--- config.mk ---
export PLATFORM = sky130hd
export DESIGN_NAME = tt_move_ctrl_flat
export DESIGN_NICKNAME = d
export VERILOG_FILES = /design/src/rtl/tt_move_ctrl_pkg.sv /design/src/rtl/tt_move_ctrl_if.sv /design/src/rtl/tt_btn_edge.sv /design/src/rtl/tt_move_ctrl.sv /design/src/flat_wrapper.sv
export SDC_FILE = /design/constraint.sdc
export NUM_CORES = 1
export LEC_CHECK = 0
export CAP_MARGIN = 40
export CORE_ASPECT_RATIO = 1.4
export CORE_MARGIN = 8
export CORE_UTILIZATION = 56
export CTS_BUF_LIST = sky130_fd_sc_hd__clkbuf_4
export CTS_CLUSTER_SIZE = 25
export DETAILED_ROUTE_END_ITERATION = 12
export PLACE_DENSITY = 0.95
export SKIP_LAST_GASP = 1
export SLEW_MARGIN = 30
export SYNTH_ARGS = -nofsm -noshare
export SYNTH_HDL_FRONTEND = slang
export SYNTH_SLANG_ARGS = --single-unit
export TNS_END_PERCENT = 50
--- constraint.sdc ---
create_clock -name clk -period 7.2 [get_ports clk]
set_input_delay 1.44 -clock clk [delete_from_list [all_inputs] [get_ports clk]]
set_output_delay 1.44 -clock clk [all_outputs]
set_load 0.005 [all_outputs]
--- src/rtl/tt_move_ctrl_pkg.sv ---
// Shared types and helpers for the tic-tac-toe move controller.
// State encodings, game-state codes, button bit positions and cell-index helpers.
package tt_move_ctrl_pkg;

    typedef enum logic [1:0] {
        ST_IDLE   = 2'b00,
        ST_PLACE  = 2'b01,
        ST_WAIT   = 2'b10,
        ST_LOCKED = 2'b11
    } state_t;

    typedef enum logic [1:0] {
        GS_PLAY = 2'b00,
        GS_XWIN = 2'b01,
        GS_OWIN = 2'b10,
        GS_DRAW = 2'b11
    } game_state_t;

    // Bit positions inside the packed button / rising-edge vectors
    localparam int unsigned BTN_UP    = 0;
    localparam int unsigned BTN_DOWN  = 1;
    localparam int unsigned BTN_LEFT  = 2;
    localparam int unsigned BTN_RIGHT = 3;
    localparam int unsigned BTN_PLACE = 4;

    typedef struct packed {
        logic       found;
        logic [3:0] idx;
    } skip_t;

    // Board cell index 3*row + col
    function automatic logic [3:0] cell_idx(input logic [1:0] row, input logic [1:0] col);
        return ({2'b00, row} << 1) + {2'b00, row} + {2'b00, col};
    endfunction

    // Cursor step with wrap 2 -> 0
    function automatic logic [1:0] wrap_inc(input logic [1:0] v);
        return (v == 2'd2) ? 2'd0 : v + 2'd1;
    endfunction

    // Cursor step with wrap 0 -> 2
    function automatic logic [1:0] wrap_dec(input logic [1:0] v);
        return (v == 2'd0) ? 2'd2 : v - 2'd1;
    endfunction

    function automatic logic [1:0] idx_row(input logic [3:0] idx);
        if (idx >= 4'd6)
            return 2'd2;
        else if (idx >= 4'd3)
            return 2'd1;
        else
            return 2'd0;
    endfunction

    function automatic logic [1:0] idx_col(input logic [3:0] idx);
        case (idx)
            4'd1, 4'd4, 4'd7: return 2'd1;
            4'd2, 4'd5, 4'd8: return 2'd2;
            default:          return 2'd0;
        endcase
    endfunction

    // First empty cell after idx in ascending order, wrapping 8 -> 0
    function automatic skip_t next_empty(input logic [8:0] valid, input logic [3:0] idx);
        skip_t       r;
        int unsigned c;
        r.found = 1'b0;
        r.idx   = idx;
        for (int unsigned k = 1; k < 9; k++) begin
            c = (32'(idx) + k) % 9;
            if (!r.found && !valid[4'(c)]) begin
                r.found = 1'b1;
                r.idx   = 4'(c);
            end
        end
        return r;
    endfunction

endpackage

--- src/rtl/tt_move_ctrl_if.sv ---
// Link between the move controller and the board controller.
// master = move controller (drives cursor and set strobe), slave = board.
interface tt_move_ctrl_if;
    logic [1:0] row;
    logic [1:0] col;
    logic       set;
    logic [8:0] valid;
    logic [1:0] game_state;

    modport master (
        output row, col, set,
        input  valid, game_state
    );

    modport slave (
        input  row, col, set,
        output valid, game_state
    );
endinterface

--- src/rtl/tt_btn_edge.sv ---
// 5-bit rising-edge detector for pre-synchronised button levels.
// History register clears to 0, so a button held through reset fires once afterwards.
module tt_btn_edge (
    input  logic       clk,
    input  logic       reset,
    input  logic [4:0] btn,
    output logic [4:0] rise
);
    logic [4:0] btn_q;

    // Previous-cycle button levels, updated every cycle regardless of controller state
    always_ff @(posedge clk) begin
        if (reset)
            btn_q <= '0;
        else
            btn_q <= btn;
    end

    assign rise = btn & ~btn_q;
endmodule

--- src/rtl/tt_move_ctrl.sv ---
// Player-input front end for the tic-tac-toe board controller.
// Turns button edges into cursor moves and a one-cycle set strobe, rejects moves on
// occupied cells, waits for the board to register each move, and locks on game end.
// Optional feature macro: AUTO_SKIP_EN (cursor jumps to next empty cell after a move).
module tt_move_ctrl
    import tt_move_ctrl_pkg::*;
#(
    parameter int unsigned UPD_TIMEOUT = 4
) (
    input  logic                  clk,
    input  logic                  reset,
    input  logic                  btn_up,
    input  logic                  btn_down,
    input  logic                  btn_left,
    input  logic                  btn_right,
    input  logic                  btn_place,
    tt_move_ctrl_if.master        board,
    output logic                  illegal,
    output logic                  err_timeout,
    output logic                  busy,
    output logic                  locked,
    output logic [3:0]            move_count
);
    localparam logic [3:0] TIMER_LAST = 4'(UPD_TIMEOUT - 1);

    state_t     state;
    logic [1:0] row_q;
    logic [1:0] col_q;
    logic       set_q;
    logic [3:0] timer;
    logic [4:0] rise;
    logic [3:0] cur_idx;
    logic       cur_occ;

    tt_btn_edge u_btn_edge (
        .clk   (clk),
        .reset (reset),
        .btn   ({btn_place, btn_right, btn_left, btn_down, btn_up}),
        .rise  (rise)
    );

    assign cur_idx   = cell_idx(row_q, col_q);
    assign cur_occ   = board.valid[cur_idx];
    assign board.row = row_q;
    assign board.col = col_q;
    assign board.set = set_q;

`ifdef AUTO_SKIP_EN
    skip_t skip;
    // board.valid already includes the just-registered cell when this is used
    assign skip = next_empty(board.valid, cur_idx);
`endif

    // Controller FSM with registered cursor, strobes and status outputs
    always_ff @(posedge clk) begin
        if (reset) begin
            state       <= ST_IDLE;
            row_q       <= 2'd1;
            col_q       <= 2'd1;
            set_q       <= 1'b0;
            illegal     <= 1'b0;
            err_timeout <= 1'b0;
            busy        <= 1'b0;
            locked      <= 1'b0;
            move_count  <= '0;
            timer       <= '0;
        end else begin
            set_q       <= 1'b0;
            illegal     <= 1'b0;
            err_timeout <= 1'b0;
            case (state)
                ST_IDLE: begin
                    if (board.game_state != GS_PLAY) begin
                        state  <= ST_LOCKED;
                        locked <= 1'b1;
                    end else if (rise[BTN_PLACE]) begin
                        if (cur_occ) begin
                            illegal <= 1'b1;
                        end else begin
                            state <= ST_PLACE;
                            set_q <= 1'b1;
                            busy  <= 1'b1;
                        end
                    end else if (rise[BTN_UP]) begin
                        row_q <= wrap_dec(row_q);
                    end else if (rise[BTN_DOWN]) begin
                        row_q <= wrap_inc(row_q);
                    end else if (rise[BTN_LEFT]) begin
                        col_q <= wrap_dec(col_q);
                    end else if (rise[BTN_RIGHT]) begin
                        col_q <= wrap_inc(col_q);
                    end
                end
                ST_PLACE: begin
                    timer <= '0;
                    state <= ST_WAIT;
                end
                ST_WAIT: begin
                    if (cur_occ) begin
                        if (move_count != 4'd9)
                            move_count <= move_count + 4'd1;
                        state <= ST_IDLE;
                        busy  <= 1'b0;
`ifdef AUTO_SKIP_EN
                        if (skip.found) begin
                            row_q <= idx_row(skip.idx);
                            col_q <= idx_col(skip.idx);
                        end
`endif
                    end else if (timer == TIMER_LAST) begin
                        err_timeout <= 1'b1;
                        state       <= ST_IDLE;
                        busy        <= 1'b0;
                    end else begin
                        timer <= timer + 4'd1;
                    end
                end
                ST_LOCKED: begin
                    state <= ST_LOCKED;
                end
                default: begin
                    state <= ST_IDLE;
                end
            endcase
        end
    end
endmodule

--- src/flat_wrapper.sv ---
// flat-port wrapper written by rule: the top's interface ports become plain ports
module tt_move_ctrl_flat import tt_move_ctrl_pkg::*;
#(
    parameter int unsigned UPD_TIMEOUT = 4
)
  (clk, reset, btn_up, btn_down, btn_left, btn_right, btn_place, illegal, err_timeout, busy, locked, move_count, board_row, board_col, board_set, board_valid, board_game_state);
  tt_move_ctrl_if board_i ();
  input  logic clk;
  input  logic reset;
  input  logic btn_up;
  input  logic btn_down;
  input  logic btn_left;
  input  logic btn_right;
  input  logic btn_place;
  output logic illegal;
  output logic err_timeout;
  output logic busy;
  output logic locked;
  output logic [3:0] move_count;
  output wire logic [$bits(board_i.row)-1:0] board_row;
  output wire logic [$bits(board_i.col)-1:0] board_col;
  output wire logic [$bits(board_i.set)-1:0] board_set;
  input wire logic [$bits(board_i.valid)-1:0] board_valid;
  input wire logic [$bits(board_i.game_state)-1:0] board_game_state;
  assign board_row = board_i.row;
  assign board_col = board_i.col;
  assign board_set = board_i.set;
  assign board_i.valid = board_valid;
  assign board_i.game_state = board_game_state;
  tt_move_ctrl #(.UPD_TIMEOUT(UPD_TIMEOUT)) u_core (.clk(clk), .reset(reset), .btn_up(btn_up), .btn_down(btn_down), .btn_left(btn_left), .btn_right(btn_right), .btn_place(btn_place), .board(board_i), .illegal(illegal), .err_timeout(err_timeout), .busy(busy), .locked(locked), .move_count(move_count));
endmodule
==> run metrics, run 1 <==
status complete, no violations; register area share after synthesis 34.2%; syn_area_per_cell 9.19 um2; first-pass GRT wire length 5500 um; FF-to-FF Start u_core.board.row[0]; endpoints failing hold 0; Root Driver clkbuf_4; largest net degree at the start of global routing 27; Internal 0.000251 W; antenna diode count 0; Post-DRT Antenna Nets 0; leading cell type in the layout, fill and taps excluded clkdlybuf4s50_1; hold-fix buffers at CTS 0; most frequent cells in the layout clkdlybuf4s50_1, dfxtp_1, nor2_1, ha_1, inv_1; Die Ht 75.3 um; TritonCTS clock tree built; min Tclk post-route 3440 ps; Mapped Area 0.00141 mm2; top post-synthesis cells by area dfxtp_1, ha_1, nor2_1, a21oi_1, mux2i_1; Yosys cell types 39; starting density of the core 58.8%; total of max-cap violations 0; slowest cell delay on critical path 560 ps; peak supply drop 0.166 mV; RD Place Congestion 0.842; CTS clk-pin slew, worst paths 120 ps; DR top layer met4; Clock Path Buffers 2; Post-Route WL 3320 um; syn_nets 189; Logic pwr share 46.2%; ys flop type dfxtp_1; CP max-delay cell fa_1; grt ovf 0; Hold Crit Start u_core.locked; Setup Buffers After CTS 0; Slew HR 51.2%; crit path capture type register; fill count 180; Ys Warns 0; startpoint types register; Finish-stage setup viols 0; Flop pwr share 39.3%; CP most frequent cell fa_1; fin crit share 47.7%; Synth async-reset ratio 0%; Max Fclk 291 MHz; crit path cell chain fa_1 > ha_1 > fa_1 > nor2b_1 > nor3b_1 > nor3_2 > and2_1 > a311oi_2 > mux2_2; Port Buf Inserts 30; GRT Total Usage 15.8%; post-CTS sizing 0; Hold Crit Class reg2reg; Mapped Cells 153; Yosys reg bits 24; PD cells 235 mW/mm2; Num CTS Buffers 3; Buffers & Inverters on Critical Path 0; post-DP HPWL 2580 um; share of post-route cells with drive strength above 1 6.56%; DRT iter0 DRCs 48; vias in the first global route 1,243; # rows 21; pre-CTS setup slack 3550 ps; r2r setup slk 3760 ps; drt first pass iters 4; Slew @ Worst Pin 731 ps; RSZ-0062 raised after global routing false; Pleak 0.694 nW; Post-Route Setup TNS 0 ps; CTS sink cnt 24; vias per cell 5.74; Psw 0.000163 W; Die Wd 58.4 um; Crit path arrival time 3660 ps; met3 wire len 246 um; EDFF count, synth 0; Critical Path Start u_core.board.row[0]; DR WL met2 1660 um; WL per Instance 15.3 um; Setup Skew 2.29 ps; Layout area overhead 25.3%; DR DRC count 0; largest delay contributor family on the critical path adder cells; Synth top area share 34.2%; met1 WL 1330 um; CP Max Fanout 7; Synth area leader dfxtp_1; Final Slew Violations 0; nets 221; I/O pin total 31; Clk Latency, worst-skew pair 320 ps; Setup CP Type reg2reg; Core Area 0.00239 mm2; Clk pwr share 14.4%; initial antenna violation count 0; setup ws final 3760 ps; sw frac 39.3%; detailed-route via count 1,246; Die ar. 0.00439 mm2; H-tree lvl count 1; Crit path required time 7420 ps
[kinds of logic after synthesis]
| family | share of synthesized area (%) |
|---|---|
| compound gates | 15.4 |
| xor+xnor | 1.25 |
| fa+ha+maj | 17.1 |
| buf+inv | 4.54 |
| flops | 34.2 |
| mux | 6.23 |
| simple gates | 21.4 |
[power by group through the flow]
| stage | clock, W | sequential (W) | combinational [W] |
|---|---|---|---|
| finish | 0.0000597 | 0.000163 | 0.000192 |
| global route | 0.0000672 | 0.000165 | 0.000214 |
| CTS | 0.0000591 | 0.000163 | 0.000190 |
| detailed placement | 0 | 0.000166 | 0.000188 |
| global placement | 0 | 0.000164 | 0.000177 |
| floorplan | 0 | 0.000163 | 0.000141 |
[flip-flops by register name, indices dropped and copies added, names as in the netlist, 2 cells and up]
name                     flops
u_core.board.col             2
u_core.board.row             2
u_core.move_count            4
u_core.state                 2
u_core.timer                 4
u_core.u_btn_edge.btn_q      5
[layer usage]
layer	GRT usage, %	vias up
met5	0	-
met4	9.02	0
met3	4.22	9
met2	28.0	50
met1	16.3	580
li1	-	607
[per-stage QoR]
step	power [W]	cells	cell area, um2	hold WS, ps	utilization [%]
detailed placement	0.000354	213	1730	479	72.2
global placement	0.000342	213	1730	459	72.2
floorplan	0.000304	153	1410	460	-
global route	0.000447	217	1760	531	73.7
finish	0.000414	217	1760	514	73.7
CTS	0.000412	216	1750	513	73.2
[Yosys cell counts, types with 4 or more instances]
master,instances
nor2b_1,6
o21ai_0,7
nand2_1,7
nor2_1,16
a211oi_1,4
dfxtp_1,24
ha_1,16
nand2b_1,4
a21oi_1,10
mux2i_1,5
inv_1,11
nand3_1,4
[worst min-delay path, cell delays in order, from the launching register on]
cell and delay [ps]:
dfxtp_1 360, a21oi_1 40, nor2_1 80
[worst paths after layout]
path | end | cells past startpoint
worst max-delay path | u_core.state[0] | 9
worst min-delay path | u_core.locked | 2
worst max register to register | u_core.state[0] | 9
worst min register to register | u_core.locked | 2
[area by class of cell]
class / instances / area [um2] / area share, %
Clock buffer: 3 / 22.5 / 1.28
Inverter: 11 / 41.3 / 2.34
Tap cell: 34 / 42.5 / 2.41
Timing Repair Buffer: 31 / 312 / 17.7
Multi-Input combinational cell: 114 / 863 / 49.0
Sequential cell: 24 / 480 / 27.3
No activity file was read; power rests on OpenSTA's default activity.
==> run 2: changes to the inputs <==
Settings changed: CORE_UTILIZATION 56 to 47, PLACE_DENSITY 0.95 to 0.86.
Clock period 7.2 ns to 2.86 ns, I/O delays scaled along.
==> run metrics, run 2 (synthesis gave the netlist of run 1 again) <==
WL per Instance 15.6 um; dpl cells 228; Port Buf Inserts 30; failing checks negative setup slack; CTS sink cnt 24; Root Driver clkbuf_4; Post-DRT Antenna Nets 0; leading cell type in the layout, fill and taps excluded clkdlybuf4s50_1; worst hold path depth 2; M2 GR Usage 26.0%; grt ovf 0; Hold EP u_core.locked; FF-to-FF Start u_core.board.row[1]; Clk Latency, worst-skew pair 320 ps; I/O pin total 31; R2R Path End u_core.timer[3]; Finish-stage setup viols 8; H-tree lvl count 1; Pleak 0.782 nW; GRT Total Usage 14.0%; Hold Crit Start u_core.locked; GRT met3 Usage 2.78%; starting density of the core 49.4%; initial antenna violation count 0; endpoints failing hold 0; Setup CP Type reg2reg; met1 usage 15.1%; CTS clk-pin slew, worst paths 130 ps; peak supply drop 0.461 mV; DR DRC count 0; antenna diode count 0; Core Area 0.00285 mm2; # rows 23; crit path capture type register; min Tclk post-route 3030 ps; Worst R2R Path Depth 9; status finished, violations left; TritonCTS clock tree built; PD cells 649 mW/mm2; Biggest register u_core.u_btn_edge.btn_q; CP Max Fanout 4; total of max-cap violations 0; RSZ-0062 raised after global routing true; RD Place Congestion 0.836; first-pass GRT wire length 5870 um; r2r setup slk -170 ps; Crit path arrival time 3280 ps; setup ws final -170 ps; vias in the first global route 1,308; Crit path required time 3110 ps; Hold Crit Class reg2reg; Slew @ Worst Pin 416 ps; vias per cell 5.68; Max Fclk 330 MHz; Post-Route WL 3660 um; startpoint types register; Final Slew Violations 0; max reg flops 5; fin cells 234; share of post-route cells with drive strength above 1 19.8%; Setup Skew 6.27 ps; Die Wd 62.2 um; pre-CTS setup slack -213 ps; Num CTS Buffers 3; drt first pass iters 5; Largest regs u_core.u_btn_edge.btn_q (5), u_core.move_count (4), u_core.timer (4); Slew HR 71.5%; Die Ht 80.7 um; Clock Path Buffers 2; Layout area overhead 38.8%; detailed-route via count 1,328; fin crit share 106%; post-DP HPWL 2730 um; gr busiest metal met2; largest net degree at the start of global routing 15; DRT iter0 DRCs 47; most frequent cells in the layout clkdlybuf4s50_1, dfxtp_1, nor2_1, ha_1, buf_4; Die ar. 0.00502 mm2; nets 234
## run 2: cell types whose count changed in the layout (fill, tap and decap cells not counted), moves of 2 or more
cell	before	now
buf_4	0	13
dfxtp_1	24	21
dfxtp_2	0	3
a2111oi_1	2	0
## run 2: power breakdown
part	internal (W)	switching (W)	total [W]
logic	0.000347	0.000358	0.000706
clock network	0.0000512	0.000103	0.000154
registers	0.000373	0.0000340	0.000407
total	0.000771	0.000495	0.00127
## run 2: through the flow
| stage | total power (W) | utilization (%) | hold WS, ps | TNS [ps] | area [um2] |
|---|---|---|---|---|---|
| floorplan | 0.000792 | - | 460 | -709 | 1430 |
| global placement | 0.000967 | 64.6 | 465 | -443 | 1840 |
| detailed placement | 0.000996 | 64.6 | 469 | -876 | 1840 |
| CTS | 0.00118 | 66.4 | 502 | -646 | 1890 |
| global route | 0.00134 | 68.5 | 534 | -1780 | 1950 |
| finish | 0.00127 | 68.5 | 495 | -786 | 1950 |
## run 2: routing by layer
layer,part of all wire (%),vias to the layer above
met5,0,-
met4,2.7,0
met3,5.0,17
met2,52,56
met1,40,620
li1,-,635
## run 2: area by class of cell
type                            instances  area (um2)
Timing Repair Buffer                   44         409
Sequential cell                        24         484
Clock buffer                            3        22.5
Clock inverter                          1        3.75
Inverter                               11        41.3
Multi-Input combinational cell        114         945
Tap cell                               37        46.3
Fill cell                             220         897
## run 2: critical path, cell delays in order, from the launching register on
cell	delay [ps]
dfxtp_2	350
fa_1	470
ha_2	210
fa_2	600
nor2_2	50
and4b_2	230
nor3_4	280
nand2_2	120
or4_1	440
a31oi_1	210
## run 2: worst max-delay path by stage
stage	end	slack [ps]	from
after global placement	u_core.timer[3]	-130	u_core.board.col[1]
final	u_core.timer[3]	-170	u_core.board.row[1]
after detailed placement	u_core.timer[3]	-210	u_core.board.col[1]
after global routing	u_core.timer[3]	-270	u_core.board.row[1]
after floorplan	u_core.state[0]	-190	u_core.board.col[1]
after CTS	u_core.state[0]	-150	u_core.board.col[1]
## run 2: what timing repair did
item	4_1_cts	5_1_grt
setup buffers	0	2
setup endpoints to repair	7	10
pin swaps	3	15
cloned	0	0
hold buffers	0	0
resized for setup	5	8
==> run 3: changes to the inputs <==
Settings changed: SETUP_SLACK_MARGIN from default to 0.15.
==> run metrics, run 3 (synthesis gave the netlist of run 1 again) <==
Worst R2R Path Depth 10; Setup CP Type reg2reg; Clk Latency, worst-skew pair 320 ps; DRT iter0 DRCs 37; vias in the first global route 1,318; fill count 197; Slew @ Worst Pin 454 ps; status finished, violations left; Slew HR 68.9%; H-tree lvl count 1; largest net degree at the start of global routing 15; Hold Crit Class reg2reg; first-pass GRT wire length 5860 um; I/O pin total 31; Die Wd 62.2 um; post-layout util 69.0%; Hold Crit Start u_core.locked; most frequent cells in the layout clkdlybuf4s50_1, dfxtp_1, buf_4; endpoints failing hold 0; Post-Route Setup TNS -1060 ps; failing checks negative setup slack; R2R Path End u_core.state[0]; Largest regs u_core.u_btn_edge.btn_q (5), u_core.move_count (4), u_core.timer (4); total of max-cap violations 0; DR DRC count 0; WL per Instance 14.7 um; Setup crit end u_core.state[0]; Crit path arrival time 3270 ps; Die ar. 0.00502 mm2; min Tclk post-route 3050 ps; max reg flops 5; CP Max Fanout 4; Post-Route WL 3490 um; vias per cell 5.49; antenna diode count 0; fin cells 237; post-DP HPWL 2780 um; Pleak 0.796 nW; GRT Total Usage 14.1%; Die Ht 80.7 um; TritonCTS clock tree built; detailed-route via count 1,301; PD cells 653 mW/mm2; setup ws final -194 ps; Clock Path Buffers 2; nets 237; initial antenna violation count 0; starting density of the core 49.4%; CTS clk-pin slew, worst paths 130 ps; CTS sink cnt 24; Post-DRT Antenna Nets 0; FF-to-FF Start u_core.board.col[1]; Port Buf Inserts 30; Crit path required time 3080 ps; Hold WS 496 ps; Critical Path Start u_core.board.col[1]; Num CTS Buffers 3; RD Place Congestion 0.777; crit path capture type register; Root Driver clkbuf_4; r2r setup slk -190 ps; Final Slew Violations 0; Max Fclk 327 MHz; leading cell type in the layout, fill and taps excluded clkdlybuf4s50_1; Setup Skew 10.7 ps; dpl cells 230; peak supply drop 0.438 mV; Finish-stage setup viols 11; startpoint types register; fin crit share 107%; worst hold path depth 2; share of post-route cells with drive strength above 1 20.5%; hold-fix buffers at CTS 0; drt first pass iters 4; RSZ-0062 raised after global routing true; # rows 23; Biggest register u_core.u_btn_edge.btn_q; grt ovf 0; power after layout 0.00128 W; Layout area overhead 39.9%; Core Area 0.00285 mm2
-- run 3: power by group --
part	internal [W]	switching (W)	leakage (nW)
clock	0.0000512	0.000102	0.0154
sequential	0.000373	0.0000356	0.197
combinational	0.000371	0.000353	0.584
total	0.000795	0.000490	0.796
-- run 3: worst min path at each step --
stage / end / slack (ps)
after CTS: u_core.locked / 500
after global placement: u_core.locked / 470
after floorplan: u_core.locked / 460
after detailed placement: u_core.locked / 470
after global routing: u_core.locked / 540
final: u_core.locked / 500
-- run 3: area by class of cell --
cell class	count	area, um2	area share [%]
Clock buffer	3	22.5	1.15
Clock inverter	1	3.75	0.191
Inverter	11	41.3	2.10
Multi-Input combinational cell	114	937	47.6
Sequential cell	24	484	24.6
Tap cell	37	46.3	2.35
Timing Repair Buffer	47	432	21.9
-- run 3: repair_timing --
item                                    in CTS  in global routing
gates resized for setup                      8                  4
hold endpoints to repair                     0                  0
endpoints found under the setup margin      14                 14
setup buffers                                2                  1
cloned                                       0                  0
pin swaps                                   10                  4
-- run 3: per-layer routing --
metal / routed length (um) / GRT usage (%) / share of wire [%]
met1: 1480 / 15.0 / 42
met2: 1790 / 25.6 / 51
met3: 109 / 2.23 / 3.1
met4: 104 / 9.13 / 3.0
met5: 0 / 0 / 0
-- run 3: worst max-delay path: stages, from the launching register on --
cell and delay, ps:
dfxtp_2 350, fa_1 480, ha_2 190, fa_2 610
nor2_2 50, buf_4 130, a221oi_2 230, nand2_2 130
and2_4 180, a311oi_4 290, mux2_4 320
-- run 3: through the flow --
step / area [um2] / setup slack (ps)
finish: 1970 / -194
global route: 1970 / -308
CTS: 1940 / -200
detailed placement: 1860 / -227
global placement: 1860 / -170
floorplan: 1430 / -195
